## src/rtl/soc_evt_rx_buffer.sv

```systemverilog
// SoC event receive buffer: FWFT FIFO from a fire-and-forget event stream to a valid/ready sink.
// Optional macro SOC_EVT_RX_DROP_CNT_EN adds a saturating 16-bit dropped-event counter.
module soc_evt_rx_buffer #(
    parameter int EVNT_WIDTH = 8,
    parameter int DEPTH      = 8
) (
    input  logic                       clk_i,
    input  logic                       rst_ni,
    input  logic                       soc_evt_valid_i,
    input  logic [EVNT_WIDTH-1:0]      soc_evt_data_i,
    output logic                       evt_valid_o,
    output logic [EVNT_WIDTH-1:0]      evt_data_o,
    input  logic                       evt_ready_i,
    output logic [$clog2(DEPTH):0]     fill_o,
    output logic                       overflow_o,
    input  logic                       clr_overflow_i,
    output logic [15:0]                drop_cnt_o
);

    localparam int AW = $clog2(DEPTH);
    localparam int FW = AW + 1;

    if (DEPTH < 2 || (DEPTH & (DEPTH - 1)) != 0) begin : g_bad_depth
        $error("soc_evt_rx_buffer: DEPTH must be a power of 2 and >= 2");
    end

    logic [EVNT_WIDTH-1:0] mem [DEPTH];
    logic [AW-1:0]         rd_ptr;
    logic [AW-1:0]         wr_ptr;
    logic [FW-1:0]         fill;
    logic                  overflow;
    logic                  pop;
    logic                  full_eff;
    logic                  push;
    logic                  drop;

    // A pop in the same cycle frees a slot, so a full FIFO still accepts the push.
    always_comb begin
        pop      = (fill != '0) && evt_ready_i;
        full_eff = (fill == FW'(DEPTH)) && !pop;
        push     = soc_evt_valid_i && !full_eff;
        drop     = soc_evt_valid_i && full_eff;
    end

    always_ff @(posedge clk_i or negedge rst_ni) begin
        if (!rst_ni) begin
            for (int i = 0; i < DEPTH; i++) begin
                mem[i] <= '0;
            end
        end else if (push) begin
            mem[wr_ptr] <= soc_evt_data_i;
        end
    end

    always_ff @(posedge clk_i or negedge rst_ni) begin
        if (!rst_ni) begin
            wr_ptr <= '0;
            rd_ptr <= '0;
            fill   <= '0;
        end else begin
            if (push) begin
                wr_ptr <= wr_ptr + 1'b1;
            end
            if (pop) begin
                rd_ptr <= rd_ptr + 1'b1;
            end
            case ({push, pop})
                2'b10:   fill <= fill + 1'b1;
                2'b01:   fill <= fill - 1'b1;
                default: fill <= fill;
            endcase
        end
    end

    // A drop in the same cycle as a clear keeps the flag set.
    always_ff @(posedge clk_i or negedge rst_ni) begin
        if (!rst_ni) begin
            overflow <= 1'b0;
        end else if (drop) begin
            overflow <= 1'b1;
        end else if (clr_overflow_i) begin
            overflow <= 1'b0;
        end
    end

`ifdef SOC_EVT_RX_DROP_CNT_EN
    logic [15:0] drop_cnt;

    always_ff @(posedge clk_i or negedge rst_ni) begin
        if (!rst_ni) begin
            drop_cnt <= '0;
        end else if (drop) begin
            if (clr_overflow_i) begin
                drop_cnt <= 16'd1;
            end else if (drop_cnt != 16'hFFFF) begin
                drop_cnt <= drop_cnt + 16'd1;
            end
        end else if (clr_overflow_i) begin
            drop_cnt <= '0;
        end
    end

    assign drop_cnt_o = drop_cnt;
`else
    assign drop_cnt_o = 16'h0;
`endif

    assign evt_valid_o = (fill != '0);
    assign evt_data_o  = mem[rd_ptr];
    assign fill_o      = fill;
    assign overflow_o  = overflow;

endmodule

```

## config.mk

```make
export PLATFORM = sky130hd
export DESIGN_NAME = soc_evt_rx_buffer
export DESIGN_NICKNAME = d
export VERILOG_FILES = /design/src/rtl/soc_evt_rx_buffer.sv
export SDC_FILE = /design/constraint.sdc
export NUM_CORES = 1
export LEC_CHECK = 0
export BUFFER_PORTS_ARGS = -buffer_cell sky130_fd_sc_hd__buf_2
export CORE_MARGIN = 2
export CORE_UTILIZATION = 58
export DETAILED_ROUTE_END_ITERATION = 8
export PLACE_DENSITY_LB_ADDON = 0.15
export SLEW_MARGIN = 15
export SYNTH_ARGS = -nofsm -noshare
export SYNTH_HDL_FRONTEND = slang
export SYNTH_SLANG_ARGS = --single-unit
```

## constraint.sdc

```tcl
create_clock -name clk_i -period 3.1 [get_ports clk_i]
set_input_delay 0.155 -clock clk_i [delete_from_list [all_inputs] [get_ports clk_i]]
set_output_delay 0.155 -clock clk_i [all_outputs]
set_load 0.02 [all_outputs]
```

## Word level (Yosys, flattened, before mapping)

Index checks and enable logic that the tools add are counted.

- Equal/unequal tests: 3
- Reductions and logical operators: 10
- Magnitude comparators: 3
- Bitwise operators: 2
- $add $sub $neg: 4
- Muxes and demuxes: 9

Operator list:

| operator | number |
|---|---|
| 64-bit bitwise mux | 1 |
| 8-bit binary-select mux with 3-bit select | 1 |
| 8-bit demux with 3-bit select | 1 |
| 8-bit 2-to-1 mux | 3 |
| 4-bit greater-or-equal comparator (second input constant) | 2 |
| 3-bit NOT with 4-bit output | 2 |
| 4-bit case mux with 2 select lines | 1 |
| 3-bit by 1-bit adder with 3-bit output (second input constant) | 2 |
| 1-bit logical AND | 5 |
| 4-bit by 1-bit adder with 4-bit output (second input constant) | 1 |
| 4-bit == test (second input constant) | 1 |
| 4-bit by 1-bit < comparator with 1-bit output (second input constant) | 1 |
| 2-bit nonzero test | 2 |
| 4-bit nonzero test | 1 |
| 4-bit by 1-bit subtractor with 4-bit output (second input constant) | 1 |
| 2-bit by 1-bit == test with 1-bit output (second input constant) | 1 |
| 2-bit == test (second input constant) | 1 |
| 1-bit zero test | 2 |
| 1-bit 2-to-1 mux | 2 |

- Register bits: 75
- Output and inout bits: 30

## Logic depth before layout (Yosys ltp)

Gate-level depths: netlist of the first run.

- Word-level depth: 8
- Gate-level depth with buffers: 9
- Mapped depth without buffers: 8

## Worst setup path after synthesis of the first run

OpenSTA, ideal clock, no wires.

- Kind: register -> register
- From: register fill[0] (netlist: fill_o[0])
- To: register fill[3] (netlist: fill_o[3])
- Slack: 0.168 ns
- Library setup time: 0.134 ns
- Path buffers: 1
- Cell stages (with the launch flop): 10
- Data arrival time: 2.799 ns
- Cells stage by stage: dfrtp_1 or3_1 buf_6 o21ai_1 inv_1 ha_1 ha_1 or4b_2 o311ai_0 o211ai_1

- Longest elaborated chain between the ends: 8
- Elaborated cells between the ends (all ways): 13
- Those cells by class: 2 x add/sub; 3 x eq/ne; 1 x mux; 7 x reduce/logical

RTL lines:

| element | line | text |
|---|---|---|
| start: declaration | 30 | `logic [FW-1:0] fill;` |
| start signal: assignment | 68 | `2'b10: fill <= fill + 1'b1;` |
| start signal: assignment | 69 | `2'b01: fill <= fill - 1'b1;` |
| start signal: assignment | 70 | `default: fill <= fill;` |
| 4-bit nonzero test * | 39 | `pop = (fill != '0) && evt_ready_i;` |
| 1-bit logical AND * | 39 |  |
| via pop | 32 | `logic pop;` |
| 1-bit zero test | 40 | `full_eff = (fill == FW'(DEPTH)) && !pop;` |
| 1-bit logical AND | 40 |  |
| 1-bit zero test | 41 | `push = soc_evt_valid_i && !full_eff;` |
| 1-bit logical AND | 41 |  |
| 2-bit by 1-bit == test with 1-bit output or 2-bit == test (tied branches) | 67 | `case ({push, pop})` |
| 4-bit case mux with 2 select lines or 2-bit nonzero test (tied branches) | n/a |  |

Mark *: on every way through the listed nets, which the timed path passes. The rest lies on a longest branch.
A chain may end at the register's enable or synchronous reset.

## Worst setup path in the final report of the first run

- From: register fill[0] (netlist: fill_o[0])
- To: register fill[3] (netlist: fill_o[3])

- Longest elaborated chain between the ends: 8
- Elaborated cells between the ends (all ways): 13
- Those cells by class: 2 x add/sub; 3 x eq/ne; 1 x mux; 7 x reduce/logical

RTL lines:

| element | line |
|---|---|
| 4-bit nonzero test | 39 |
| 1-bit logical AND | 39 |
| 1-bit zero test | 40 |
| 1-bit logical AND | 40 |
| 1-bit zero test | 41 |
| 1-bit logical AND | 41 |
| 2-bit by 1-bit == test with 1-bit output or 2-bit == test (tied branches) | 67 |
| 4-bit case mux with 2 select lines or 2-bit nonzero test (tied branches) | n/a |

Parallel ways exist; a longest one is shown, timed or not.

==> results of run 1 <==
[layer usage]
| metal | wire length (µm) | up-vias |
|---|---|---|
| li1 | - | 971 |
| met1 | 3262 | 1077 |
| met2 | 3355 | 33 |
| met3 | 146 | 7 |
| met4 | 75 | 0 |
| met5 | 0 | - |
[placed cells by master (no fill, tap or decap), types with 2 or more instances in the layout]
master	netlist	layout
o21ai_4	2	2
o21ai_0	2	2
nand2b_1	2	2
buf_2	4	25
mux4_2	16	16
ha_1	5	5
conb_1	1	16
inv_1	7	7
xnor2_1	5	5
dlygate4sd3_1	0	2
a21oi_1	2	2
inv_6	0	3
mux2_2	74	74
buf_4	16	5
o2111ai_4	2	2
a21oi_2	4	4
nand3_1	3	3
bufinv_16	0	2
dfrtp_1	75	75
nor3b_1	3	3
and4bb_2	2	2
nand4b_1	3	3
o211ai_1	3	3
clkbuf_8	0	9
[sequential cells by signal (all words and copies together), names as in the netlist]
register	cells
mem	64
wr_ptr	3
overflow_o	1
fill_o	4
rd_ptr	3
[worst paths after layout]
| path | to | cells after the start | slack [ns] | start |
|---|---|---|---|---|
| max | fill_o[3]$_DFFE_PN0P_ | 8 | 0.29 | fill_o[0]$_DFFE_PN0P_ |
| min | mem[61]$_DFFE_PN0P_ | 2 | 0.14 | soc_evt_data_i[5] |
| max reg2reg | fill_o[3]$_DFFE_PN0P_ | 8 | 0.29 | fill_o[0]$_DFFE_PN0P_ |
| min reg2reg | mem[47]$_DFFE_PN0P_ | 1 | 0.51 | mem[47]$_DFFE_PN0P_ |
| max in group asynchronous | mem[2]$_DFFE_PN0P_ | 2 | 2.01 | rst_ni |
| min in group asynchronous | mem[5]$_DFFE_PN0P_ | 2 | 0.49 | rst_ni |
[per-stage QoR]
stage / utilization / area (µm²)
after floorplan: - / 3839
after global placement: 0.6203 / 3916
after detailed placement: 0.6203 / 3916
after CTS: 0.6587 / 4159
final: 0.6587 / 4159
after global routing: 0.6587 / 4159
[kinds of logic (layout without fill, tap and decap cells)]
group	Yosys count	count (layout)	share of synthesized area
muxes	92	92	0.3212
DFF	75	75	0.4962
buffers and inverters	36	55	0.05492
and+or+nand+nor	20	20	0.03903
AOI/OAI and AO/OA	19	19	0.05193
adders and majority gates	6	6	0.02183
xor gates and xnor gates	6	6	0.01389
other	1	16	0.0009914
[power by group]
part | switching (mW) | internal [mW] | total [mW]
sequential | 0.412 | 1.47 | 1.88
clock | 0.380 | 0.460 | 0.840
combinational | 0.836 | 1.14 | 1.97
total | 1.63 | 3.07 | 4.70
[area by class of cell]
type | count | area (µm²)
Clock buffer | 9 | 123.9
Clock inverter | 7 | 98.84
Fill cell | 470 | 2155
Inverter | 7 | 26.28
Multi-Input combinational cell | 159 | 1754
Sequential cell | 75 | 1877
Tap cell | 77 | 96.34
Timing Repair Buffer | 32 | 182.7
==> impl_results.md, run 1 <==
- Worst clock skew: between 0.007 and 0.008 ns
- Max-slew violation count: 0
- Total CTS buffers: 9
- TritonRoute pass-1 iters: 4
- Async set or reset register ratio after synthesis: 1.000
- Crit path buf inv count: 1
- Netlist Area Pre-Place: 0.003782 mm²
- Setup TNS: 0 ns
- Synth Flop Type: dfrtp_1
- P per Cell Area: roughly 1100 mW/mm²
- ANT cells: 0
- Core box area: around 0.0063 mm²
- Row count: 29
- Vias: 2,088
- 1st-iter DRT viols: 97
- Root buf cell: clkbuf_8
- Hold_buf cts: 2
- DRC violation count after routing: 0
- Final nets: 303
- Gr usage total: 0.2103
- Io pins: 43
- Placed cells: roughly 350
- Initial Util: 0.5991
- CP Cell Sequence: or3_1, buf_4, o21ai_2, ha_1, ha_1, or4b_2, o311ai_0, o211ai_1
- Antenna Nets Post-Route: 0
- Final hold slack: ~0.14 ns
- Setup crit start kind: register
- Final non-filler cell total: 366
- Hold Fails Final Rpt: 0
- Final Wtd Congestion: between 0.7 and 0.8
- Status: finished clean
- Gr busiest metal: met2
- Routed WL: slightly below 7000 µm
- Most common cell in the netlist: dfrtp_1
- Post-synth top area share: 0.4962
- Max-slew headroom: 0.3806
- Synth Register Bits: 75
- Mapped Cells: between 200 and 300
- Count of cell types in the netlist: 38
- First-pass GRT wire length: ~11,000 µm
- Post-CTS Setup Inserts: 0
- Post-route setup slack: 0.2852 ns
- IO Port Bufs: 26
- Top Family by Delay on Critical Path: simple AND/OR/NAND/NOR gates
- Area of the die: 0.007183 mm²
- Final setup violation count: 0
- Cell mode on critical path: ha_1
- Clk Latency, worst-skew pair: around 0.34 ns
- EDFF count, synth: 0
- Yosys top cell by area: dfrtp_1
- Slowest-stage cell, CP: or4b_2
- Max VDD drop: between 700 and 800 µV
- Met2 Track Usage GR: 0.3357
- Largest net degree at the start of global routing: 76
- Post-CTS Resized: 0
- Peak Freq: approximately 360 MHz
- Clock sinks: 75
- Max_cap viols: 0
- WL/cell: around 19 µm
- Req. time, crit path: roughly 3.3 ns
- Layout cells sized above 1: 0.5156
- Clk buf depth: 2
- Layout area overhead: 9.957%
- Critical path data arrival time: 3.03 ns
- Post-synthesis sequential area ratio: 0.4962
- Vias/cell: 5.705
- Mapped Avg Cell Area: about 15 µm²
- Unrepaired setup endpoints after global routing: false
- Worst setup EP type: register
- Vias in the first global route: ~2,200
- Leakage: about 1.8 nW
- Fin crit share: 0.9080
- Clock tree from TritonCTS: built
- Max FO, Critical Path: 7
- Initial antenna violation count: 0
- Detailed placement HPWL: roughly 4300 µm
- Top post-synthesis cells by area: dfrtp_1 (50%), mux2_2 (22%), mux4_2 (9.5%), buf_4 (3.2%), ha_1 (1.7%)
- YS warnings: 0
- GR Layer Usage met1: 0.2931
- Total Power: about 4.7 mW
- Slowest stage delay, CP: between 0.6 and 0.7 ns
- Min Tclk post-route: ~2.8 ns
- Worst Hold Class: input pin to register
- Crit Path Class: register to register
- Die Y: between 80 and 90 µm
- Post-synth top cells: dfrtp_1 (75), mux2_2 (74), buf_4 (16), mux4_2 (16), inv_1 (7)
- CTS clk-pin slew, worst paths: roughly 0.08 ns
- DP Worst Slack: 0.2959 ns
- Met3 Use GR: 0.03835
- GRT overflow: 0
- CTS H-tree lvls: 3
- Slew @ Worst Pin: around 0.93 ns
- Die width: approximately 85 µm
Power figures use the tool's default switching activity.
==> inputs of run 2 (changes only) <==
- CORE_ASPECT_RATIO: not set -> 0.9
==> run 2 against run 1 <==
Net effect: worst hold slack better by 0.0073 ns; sequential power hardly changed; highest routed layer unchanged; clock skew barely moved; sequential share of layout area down 0.12 points.
==> impl_results.md, run 2 (synthesis results as in run 1) <==
- Initial antenna violation count: 0 (unchanged)
- ANT cells: 0 (unchanged)
- Leakage: 1.769 nW (about the same)
- Max-slew violation count: 0 (unchanged)
- P per Cell Area: 1115 mW/mm² (-1.2%)
- Die width: 89.13 µm (+5.2%)
- Io pins: 43 (unchanged)
- Worst clock skew: 0.007925 ns (-0.00002956 ns)
- First-pass GRT wire length: 11,010 µm (-2.9%)
- Peak Freq: 348.5 MHz (-1.9%)
- Layout cells sized above 1: 0.5120 (-0.003543)
- Clock power share: 0.171 (-0.008)
- Vias/cell: 5.622 (-1.5%)
- Area of the die: 0.007184 mm² (about the same)
- Switching power share of the total: 0.3423 (-0.004250)
- Final nets: 305 (+0.66%)
- DRC violation count after routing: 0 (unchanged)
- Clk buf depth: 2 (unchanged)
- Critical path data arrival time: 3.09 ns (+0.06 ns)
- Hold Fails Final Rpt: 0 (unchanged)
- Final Wtd Congestion: 0.8406 (+14%)
- Antenna Nets Post-Route: 0 (unchanged)
- Crit Path Class: register to register
- Root buf cell: clkbuf_8
- Min Tclk post-route: 2.869 ns (+0.05460 ns)
- Largest register FFs: 64 (unchanged)
- Initial Util: 0.6085 (+0.009406)
- Status: finished clean
- Die Y: 80.61 µm (-4.9%)
- Row count: 27 (-6.9%)
- Vias in the first global route: 2,086 (-3.7%)
- Max_cap viols: 0 (unchanged)
- Max VDD drop: 573.4 µV (-18%)
- Clock tree from TritonCTS: built
- Net Sw Power: 1.592 mW (-2.1%)
- Most frequent cells in the layout: dfrtp_1 (75), mux2_2 (74), buf_2 (26), mux4_2 (16), conb_1 (16)
- Gr usage total: 0.2130 (+0.002681)
- Internal: 3.059 mW (-0.28%)
- Clock sinks: 75 (unchanged)
- Final hold slack: 0.1424 ns (+0.007314 ns)
- Routed WL: 6842 µm (about the same)
- Comb pwr share: 0.427 (+0.007)
- Largest Register: mem
- Clk Latency, worst-skew pair: 0.35 ns (about the same)
- Final setup violation count: 0 (unchanged)
- CTS clk-pin slew, worst paths: 0.08 ns (about the same)
- Largest net degree at the start of global routing: 36 (-53%)
- Core box area: 0.006216 mm² (-1.5%)
- Total CTS buffers: 9 (unchanged)
- Max FO, Critical Path: 9 (+2)
- IO Port Bufs: 26 (unchanged)
- CTS H-tree lvls: 3 (unchanged)
- TritonRoute pass-1 iters: 4 (unchanged)
- GRT overflow: 0 (unchanged)
- Setup TNS: 0 ns (unchanged)
- Slew @ Worst Pin: 0.8211 ns (-0.1080 ns)
- Flop pwr share: 0.402 (about the same)
- DP Worst Slack: 0.2649 ns (-0.03096 ns)
- Worst Hold Class: input pin to register
- Vias: 2,125 (+1.8%)
- Fill cells: 476 (+1.3%)
- Req. time, crit path: 3.32 ns (about the same)
- 1st-iter DRT viols: 69 (-29%)
- Layout area overhead: 10.25%
- Final core occ: 0.6709 (+0.01215)
- Commonest non-fill, non-tap cell in the layout: dfrtp_1
- Setup crit start kind: register
- Unrepaired setup endpoints after global routing: false
- Reg2reg setup slack: 0.23 ns (-0.05 ns)
- Fin crit share: 0.9256 (+0.01761)
- Post-route setup slack: 0.2306 ns (-0.05460 ns)
- WL/cell: 18.10 µm (-3.1%)
- Detailed placement HPWL: 4444 µm (+3.3%)
- Worst setup EP type: register
- Dpl cell area: 0.003941 mm² (+0.64%)
- Max-slew headroom: 0.4526 (+0.07198)
- Fin area: 0.004170 mm² (+0.27%)
[run 2: cell type report]
| class | count | area, µm² | area share |
|---|---|---|---|
| clock buffer | 11 | 131.4 | 0.03150 |
| clock inverter | 5 | 77.57 | 0.01860 |
| inverter | 7 | 26.28 | 0.006301 |
| multi-input combinational | 159 | 1754 | 0.4206 |
| sequential | 75 | 1877 | 0.4500 |
| tap | 87 | 108.9 | 0.02610 |
| timing repair buffer | 34 | 195.2 | 0.04680 |
[run 2: layer usage]
metal | vias up | routed length, µm | global-route usage
met5 | - | 0 | 0
met4 | 0 | 50 | 0.04478
met3 | 4 | 269 | 0.07605
met2 | 41 | 3334 | 0.3326
met1 | 1101 | 3188 | 0.2894
li1 | 979 | - | -
[run 2: final timing paths]
path                                            start                    end  depth (start not counted)
worst max-delay path            fill_o[0]$_DFFE_PN0P_  fill_o[3]$_DFFE_PN0P_                          8
worst min-delay path                soc_evt_data_i[1]    mem[41]$_DFFE_PN0P_                          2
worst max register to register  fill_o[0]$_DFFE_PN0P_  fill_o[3]$_DFFE_PN0P_                          8
worst min register to register    mem[61]$_DFFE_PN0P_    mem[61]$_DFFE_PN0P_                          1
max in group asynchronous                      rst_ni    mem[22]$_DFFE_PN0P_                          3
min in group asynchronous                      rst_ni    mem[37]$_DFFE_PN0P_                          2
[run 2: power by group through the flow]
stage / clock [mW] / combinational [mW] / sequential, mW
2_1_floorplan: 0 / 1.72 / 1.70
3_3_place_gp: 0 / 1.96 / 1.86
3_5_place_dp: 0 / 2.00 / 1.89
4_1_cts: 0.819 / 2.01 / 1.87
5_1_grt: 0.854 / 2.15 / 1.94
6_report: 0.796 / 1.98 / 1.87
[run 2: metrics by stage]
step,power (mW),instances
final,4.652,378
after global routing,4.946,378
after CTS,4.704,378
after detailed placement,3.891,360
after global placement,3.825,360
after floorplan,3.420,270
[run 2: worst max-delay path, stage by stage (launching register included)]
cell and delay, ns:
dfrtp_1 0.46, or3_1 0.46, o21ai_1 0.19, inv_1 0.07
ha_1 0.30, ha_1 0.38, or4b_2 0.65, o311ai_0 0.12
o211ai_1 0.13
[run 2: what timing repair did]
item,in CTS,in global routing
resized for setup,0,0
endpoints found under the hold margin,34,0
setup buffers,0,0
hold buffers,2,0
==> inputs of run 3 (changes only) <==
- ABC_AREA: not set -> 1
- CORE_UTILIZATION: 58 -> 60
==> run 3 against run 2 <==
Net effect: synthesized cell count increased by 110%; clock skew increased by 0.0056 ns; critical endpoint is now evt_data_o[0]; sequential share of layout area decreased by 4.2 points; wire length increased by 52%; critical path depth unchanged; worst hold slack got worse by 0.026 ns; clock-buffer cell count decreased by 1; worst setup slack improved by 0.75 ns; sequential power decreased by 5%; design area increased by 10%; first-iteration DRC count increased to 5.7 times the previous value.
==> impl_results.md, run 3 <==
- Status: finished clean
- Max-slew headroom: 0.3627 (-0.08991)
- Max_cap viols: 0 (unchanged)
- Reg2reg path depth: 11 (+3)
- Layout area overhead: 4.522%
- EDFF count, synth: 0 (unchanged)
- Post-synthesis sequential area ratio: 0.4266 (-0.06957)
- Crit Path Class: register to output port
- Max FO, Critical Path: 33 (+24)
- First-pass GRT wire length: 17,600 µm (+60%)
- Post-synth top cells: nand2_1 (214), dfrtp_1 (75), nand4_1 (64), nor2_1 (43), o21ai_1 (25)
- Largest net degree at the start of global routing: 76 (+110%)
- Post-synth top area share: 0.4266 (-0.06957)
- DRC violation count after routing: 0 (unchanged)
- Mapped Cells: 538 (+110%)
- Peak Freq: 472.4 MHz (+36%)
- WHS Endpoint: wr_ptr[2]$_DFFE_PN0P_
- Vias: 3,677 (+73%)
- Yosys top cell by area: dfrtp_1
- Initial Util: 0.6218 (+0.01326)
- Netlist Area Pre-Place: 0.004399 mm² (+16%)
- Die width: 94.26 µm (+5.8%)
- Hold Fails Final Rpt: 0 (unchanged)
- Antenna Nets Post-Route: 0 (unchanged)
- 1st-iter DRT viols: 391 (+470%)
- Slew @ Worst Pin: 0.9560 ns (+0.1349 ns)
- Synth Register Bits: 75 (unchanged)
- DP Worst Slack: 1.070 ns (+0.8051 ns)
- Clk buf depth: 2 (unchanged)
- Initial antenna violation count: 0 (unchanged)
- Detailed placement HPWL: 6369 µm (+43%)
- Max-slew violation count: 0 (unchanged)
- Clock sinks: 75 (unchanged)
- Vias in the first global route: 3,339 (+60%)
- Row count: 29 (+7.4%)
- Critical path data arrival time: 1.96 ns (-1.13 ns)
- Unrepaired setup endpoints after global routing: false
- Count of cell types in the netlist: 27 (-29%)
- WL/cell: 16.17 µm (-11%)
- Final non-filler cell total: 643 (+70%)
- Worst R2R End: fill_o[3]$_DFFE_PN0P_
- Post-CTS Setup Inserts: 0 (unchanged)
- Most frequent cells in the layout: nand2_1 (214), dfrtp_1 (75), nand4_1 (64), nor2_1 (43)
- Gr usage total: 0.2833 (+0.07033)
- Root buf cell: clkbuf_8
- Reg2reg setup slack: 1.07 ns (+0.84 ns)
- Post-route setup slack: 0.9833 ns (+0.7527 ns)
- Leakage: 2.445 nW (+38%)
- Clock tree from TritonCTS: built
- Most common cell in the netlist: nand2_1
- Worst setup EP type: output port
- TritonRoute pass-1 iters: 5 (+1)
- Setup crit start kind: register
- Area of the die: 0.008034 mm² (+12%)
- Placed cells: 625 (+74%)
- YS warnings: 0 (unchanged)
- Max VDD drop: 765.2 µV (+33%)
- Largest Register: mem
- Worst Hold Class: input pin to register
- GRT overflow: 0 (unchanged)
- Reg2reg start: fill_o[0]$_DFFE_PN0P_
- P per Cell Area: 1081 mW/mm² (-3.1%)
- Total CTS buffers: 9 (unchanged)
- Final nets: 564 (+85%)
- Clk Latency, worst-skew pair: 0.35 ns (about the same)
- Setup TNS: 0 ns (unchanged)
- Final Wtd Congestion: 0.8550 (+1.7%)
- Hold Crit Depth: 3 (+1)
- Min Tclk post-route: 2.117 ns (-0.7527 ns)
- Largest register FFs: 64 (unchanged)
- Synth Flop Type: dfrtp_1
- Final setup violation count: 0 (unchanged)
- Layout cells sized above 1: 0.1382 (-0.3738)
- Mapped Avg Cell Area: 8.177 µm² (-45%)
- Async set or reset register ratio after synthesis: 1.000 (unchanged)
- Die Y: 85.24 µm (+5.7%)
- CTS clk-pin slew, worst paths: 0.07 ns (about the same)
- Io pins: 43 (unchanged)
- Fill cells: 612 (+29%)
- ANT cells: 0 (unchanged)
- Worst clock skew: 0.01357 ns (+0.005649 ns)
- Vias/cell: 5.719 (+1.7%)
- Req. time, crit path: 2.94 ns (-0.38 ns)
- Top post-synthesis cells by area: dfrtp_1 (43%), nand2_1 (18%), nand4_1 (9.1%), nor2_1 (3.7%), nor2_8 (3.6%)
- IO Port Bufs: 26 (unchanged)
- Core box area: 0.007076 mm² (+14%)
- CTS H-tree lvls: 3 (unchanged)
- Fin crit share: 0.6828 (-0.2428)
- Routed WL: 10,400 µm (+52%)
- Post-CTS Resized: 0 (unchanged)
- Hold path start: soc_evt_valid_i
- Commonest non-fill, non-tap cell in the layout: nand2_1
## run 3: stage by stage
step / power, mW / util / hold WS (ns) / instance area, µm²
after floorplan: 3.619 / - / -0.1406 / 4456
after global placement: 4.100 / 0.6177 / 0.3587 / 4370
after detailed placement: 4.159 / 0.6177 / 0.3661 / 4370
after CTS: 4.982 / 0.6499 / 0.1033 / 4598
after global routing: 5.386 / 0.6499 / 0.1071 / 4598
final: 4.969 / 0.6499 / 0.1168 / 4598
## run 3: logic make-up after synthesis
kind of cell | synth area share
DFF | 0.4266
AOI/OAI and AO/OA | 0.04380
xor gates and xnor gates | 0.009956
other | 0.0008524
buffers and inverters | 0.09727
adders and majority gates | 0.01877
and+or+nand+nor | 0.4027
## run 3: power breakdown
group	switching (mW)	total (mW)	internal (mW)
registers	0.361	1.78	1.42
clock network	0.361	0.809	0.448
logic	1.60	2.38	0.785
total	2.32	4.97	2.65
## run 3: area by class of cell
class                   instances  area [µm²]  area share
multi-input cells             412        2151      0.4678
flip-flops and latches         75        1877      0.4082
repair buffers                 32       182.7     0.03973
clock buffers                  10       127.6     0.02776
well taps                      93       116.4     0.02531
clock inverters                 6       80.08     0.01741
inverters                      15       63.81     0.01388
## run 3: routing by layer
metal | up-vias | wire length [µm] | track usage
met4 | 0 | 93 | 0.06983
met5 | - | 0 | 0
met1 | 1734 | 4662 | 0.4288
met3 | 8 | 804 | 0.06306
met2 | 183 | 4837 | 0.4162
li1 | 1752 | - | -
## run 3: worst max-delay path by stage
stage                               start                    end  slack, ns
floorplan           fill_o[0]$_DFFE_PN0P_  fill_o[3]$_DFFE_PN0P_       0.94
global placement    fill_o[0]$_DFFE_PN0P_  fill_o[3]$_DFFE_PN0P_       1.11
detailed placement  fill_o[0]$_DFFE_PN0P_  fill_o[3]$_DFFE_PN0P_       1.07
CTS                 rd_ptr[0]$_DFFE_PN0P_          evt_data_o[4]       0.99
global route        rd_ptr[0]$_DFFE_PN0P_          evt_data_o[4]       0.86
finish              rd_ptr[0]$_DFFE_PN0P_          evt_data_o[0]       0.98
## run 3: what timing repair did
item,4_1_cts,5_1_grt
endpoints found under the hold margin,46,0
hold buffers,2,0
setup endpoints to repair,0,0
## run 3: critical path, stage by stage, from the launching register on
cell and delay, ns:
dfrtp_1 0.40, inv_2 0.49, nand2_1 0.10, nand2_1 0.14, nand2_1 0.08, o21ai_1 0.09, nand2_1 0.07, nand2_1 0.09
buf_2 0.16
